==> src/rtl/mips_pkg.sv <==
// Shared MIPS datapath types and constants.
// Imported by the pipeline/state register slice.
package mips_pkg;

    typedef logic [31:0] word_t;

    localparam word_t WORD_RESET = 32'h0000_0000;

endpackage : mips_pkg

==> src/rtl/flopenr_bit.sv <==
// Single-bit flop with synchronous active-low reset and load enable.
// Reset wins over enable; with enable low the bit holds.
module flopenr_bit #(
    parameter logic RESET_VALUE = 1'b0
) (
    input  logic clk,
    input  logic reset,
    input  logic en,
    input  logic d,
    output logic q
);

    logic q_q;
    logic q_d;

    always_comb begin
        q_d = q_q;
        if (en) begin
            q_d = d;
        end
    end

    always_ff @(posedge clk) begin
        if (!reset) begin
            q_q <= RESET_VALUE;
        end else begin
            q_q <= q_d;
        end
    end

    assign q = q_q;

endmodule : flopenr_bit

==> src/rtl/flopenr_32.sv <==
// Enabled pipeline/state register built from per-bit flops.
// q comes straight from flops; no input-to-output path.
module flopenr_32
    import mips_pkg::*;
#(
    parameter int unsigned       WIDTH       = 32,
    parameter logic [WIDTH-1:0]  RESET_VALUE = WIDTH'(WORD_RESET)
) (
    input  logic             clk,
    input  logic             reset,
    input  logic             en,
    input  logic [WIDTH-1:0] d,
    output logic [WIDTH-1:0] q
);

    if (WIDTH < 1) begin : g_bad_width
        $error("flopenr_32: WIDTH must be at least 1");
    end

    // Each bit gets its own reset value so non-zero patterns work too.
    for (genvar i = 0; i < WIDTH; i++) begin : g_bit
        flopenr_bit #(
            .RESET_VALUE(RESET_VALUE[i])
        ) u_bit (
            .clk  (clk),
            .reset(reset),
            .en   (en),
            .d    (d[i]),
            .q    (q[i])
        );
    end

endmodule : flopenr_32

==> config.mk <==
export PLATFORM = sky130hd
export DESIGN_NAME = flopenr_32
export DESIGN_NICKNAME = d
export VERILOG_FILES = /design/src/rtl/mips_pkg.sv /design/src/rtl/flopenr_bit.sv /design/src/rtl/flopenr_32.sv
export SDC_FILE = /design/constraint.sdc
export NUM_CORES = 1
export LEC_CHECK = 0
export ABC_AREA = 1
export CAP_MARGIN = 20
export CORE_ASPECT_RATIO = 0.75
export CORE_MARGIN = 2
export CORE_UTILIZATION = 35
export CTS_CLUSTER_SIZE = 25
export DETAILED_ROUTE_END_ITERATION = 10
export PLACE_DENSITY_LB_ADDON = 0.05
export SLEW_MARGIN = 20
export SYNTH_ARGS = -nofsm -noshare
export SYNTH_HDL_FRONTEND = slang
export SYNTH_HIERARCHICAL = 1
export SYNTH_SLANG_ARGS = --single-unit
==> constraint.sdc <==
create_clock -name clk -period 0.8 [get_ports clk]
set_input_delay 0.08 -clock clk [delete_from_list [all_inputs] [get_ports clk]]
set_output_delay 0.08 -clock clk [all_outputs]
set_load 0.01 [all_outputs]
==> run summary <==
Area grow syn2layout -> 73.6%
Final wirelength -> 2.81 mm
First-pass GRT wire length -> 4.80 mm
Synth top area share -> 48.5%
Fillers -> 350
Post-synthesis sequential area ratio -> 48.5%
1st-pass router iterations -> 2
CP Depth -> 1
Combinational share of power -> 20.9%
CP Capture Type -> output port
Post-CTS setup buffer count -> 0
Post-Layout Inst Area -> 2290 sq um
Psw -> 0.939 mW
Clock power share -> 32.9%
Fin crit share -> 100%
Num ports -> 67
Ant. Diodes -> 0
FF/Latch Area -> 681 sq um
Placed Area -> 2120 sq um
Post-synth top area cell -> dfxtp_1
Setup ws final -> -0.00166 ns
Die W -> 74.9 um
Syn Inst Count -> 192
Initial DRC count -> 18
CTS clk-pin slew, worst paths -> 0.06 ns
Routed vias -> 1286
Xor/xnor share of the synthesized area -> 0%
Final Hold Fails -> 0
CP cell instances -> buf_6
Initial Utilization -> 36.3%
Synth Register Bits -> 32
Multi-input logic area -> 561 sq um
Fin crit period -> 0.802 ns
Peak VDD IR -> 0.00102 V
CTS buffer count -> 5
HP Start -> en
Die Ht -> 57.2 um
Clock Path Buffers -> 2
Max Freq -> 1.25 GHz
CP Max Fanout -> 2
Synth area leaders -> dfxtp_1 48%, nand2_1 18%, nor2_2 15%
Post-DP HPWL -> 1.97 mm
Sequential power share -> 46.1%
Internal -> 2.98 mW
Largest net degree at the start of global routing -> 33
Share of cells above drive strength 1 -> 40.4%
Vias in the first global route -> 1164
Slowest cell on crit path -> dfxtp_2
Failing checks -> setup timing
Yosys cell types -> 5
TritonCTS clock tree -> done
Sw Ratio -> 24.0%
Gpl congestion -> 0.690
Reg2reg start -> g_bit[25].u_bit/q$_SDFFE_PN0P_
Total chip power -> 3.92 mW
Pwr/cell area -> 1710 nW/um^2
Synth Warn # -> 6
Mean Syn Cell Area -> 6.88 sq um
Antenna violations before repair -> 0
Buf+Inv Stages, Crit Path -> 1
Compound-Gate Fraction of Synth Area -> 0%
Slew Viols, Final -> 0
Status -> finished, violations left
Max cap viols -> 0
Critical Path RT -> 0.72 ns
Final setup violation count -> 1
Total core area -> 3640 sq um
Post-Synth Simple-Gate Area -> 42.4%
Worst-Margin Slew -> 0.153 ns
R2R Setup Slk -> 0.16 ns
Main combinational cell family by area after synthesis -> simple AND/OR/NAND/NOR gates
Total die area -> 4290 sq um
Area of the mapped netlist -> 1320 sq um
Worst hold path stage count -> 4
Worst hold path class -> in -> reg
Static leakage -> 1.17 nW
Synth Net Count -> 227
Worst EP arrival -> 0.72 ns
Synthesized-area fraction occupied by adder cells -> 0%
Clk root buf -> clkbuf_8
Fin nets -> 305
Average wire per standard cell -> 8.74 um
Delay-heaviest family, CP -> flip-flops
Largest stage delay, worst path -> 0.35 ns
CP Launch Point -> g_bit[26].u_bit/q$_SDFFE_PN0P_
Max reg flops -> 32
# rows -> 19
Clock latency on the worst-skew pair -> 0.27 ns
R2R cell count -> 2
Drt drc -> 0
Clk_skew -> 0 ns
Fraction of synthesized area in multiplexers -> 0%
Total GRT Usage -> 14.5%
Clock sink count -> 32
Crit Path Category -> reg -> out
Routed vias/inst -> 3.99
DRT antenna net count -> 0
Max-slew headroom -> 89.8%
I/O Buffers -> 66
Startpoint types -> flop
H-tree levels -> 2
Gr ovfl total -> 0
RSZ-0062 raised after global routing -> true
-- per-layer routing --
layer | GRT usage, % | wire [um] | vias to the layer above | part of all wire, %
met5 | 0 | 0 | - | 0
li1 | - | - | 703 | -
met3 | 6.54 | 249 | 4 | 8.9
met4 | 5.36 | 27 | 0 | 0.96
met2 | 23.3 | 1270 | 37 | 45
met1 | 17.1 | 1270 | 542 | 45
-- cells by family (layout without fill, tap and decap cells) --
kind of cell,count (synthesis),count (layout)
flip-flops,32,32
buffers and inverters,32,110
AND/OR/NAND/NOR,128,128
-- final cells by class --
cell class	count	area share [%]
Clock buffer	7	4.20
Inverter	32	5.24
Multi-Input combinational cell	128	24.4
Sequential cell	32	29.7
Tap cell	52	2.84
Timing Repair Buffer	71	33.6
-- cell usage in the layout (no fill, tap or decap), drive strengths merged --
master / count
inv: 32
dfxtp: 32
nand2: 64
buf: 38
clkbuf: 7
clkdlybuf4s50: 33
nor2: 64
-- power by group through the flow --
| stage | Clock, mW | Sequential (mW) | Combinational, mW |
|---|---|---|---|
| 6_report | 1.29 | 1.81 | 0.819 |
| 5_1_grt | 1.42 | 1.82 | 0.902 |
| 4_1_cts | 1.35 | 1.81 | 0.833 |
| 3_5_place_dp | 0 | 1.80 | 0.810 |
| 3_3_place_gp | 0 | 1.80 | 0.807 |
| 2_1_floorplan | 0 | 1.85 | 0.246 |
-- metrics by stage --
stage          TNS [ns]  hold slack [ns]  utilization (%)  setup slack, ns  instances
2_1_floorplan         0            0.215                -            0.202        192
3_3_place_gp     -10.39            0.472             58.2           -0.205        315
3_5_place_dp     -10.59            0.476             58.2           -0.218        315
4_1_cts         -0.0749            0.279             63.1          -0.0106        322
5_1_grt          -0.588            0.292             63.1          -0.0301        322
6_report       -0.00166            0.283             63.1         -0.00166        322
-- worst reg2reg max path: stages, from the launching register on --
cell	delay [ns]
dfxtp_2	0.32
nor2_1	0.15
nor2_2	0.06
-- path summary, 6_finish.rpt --
| check | to |
|---|---|
| setup / recovery | q[26] |
| hold / removal | g_bit[12].u_bit/q$_SDFFE_PN0P_ |
| setup reg to reg | g_bit[25].u_bit/q$_SDFFE_PN0P_ |
| hold reg to reg | g_bit[8].u_bit/q$_SDFFE_PN0P_ |
-- cells in the mapped netlist, drive strengths merged --
library cell and count:
nor2 64, inv 32, dfxtp 32, nand2 64
-- what timing repair did --
| action | in CTS | in global routing |
|---|---|---|
| hold buffers | 0 | 0 |
| gates cloned | 0 | 0 |
| gates resized for setup | 192 | 0 |
| setup endpoints to repair | 32 | 32 |
Note: power is estimated with default switching activity, not from simulation.
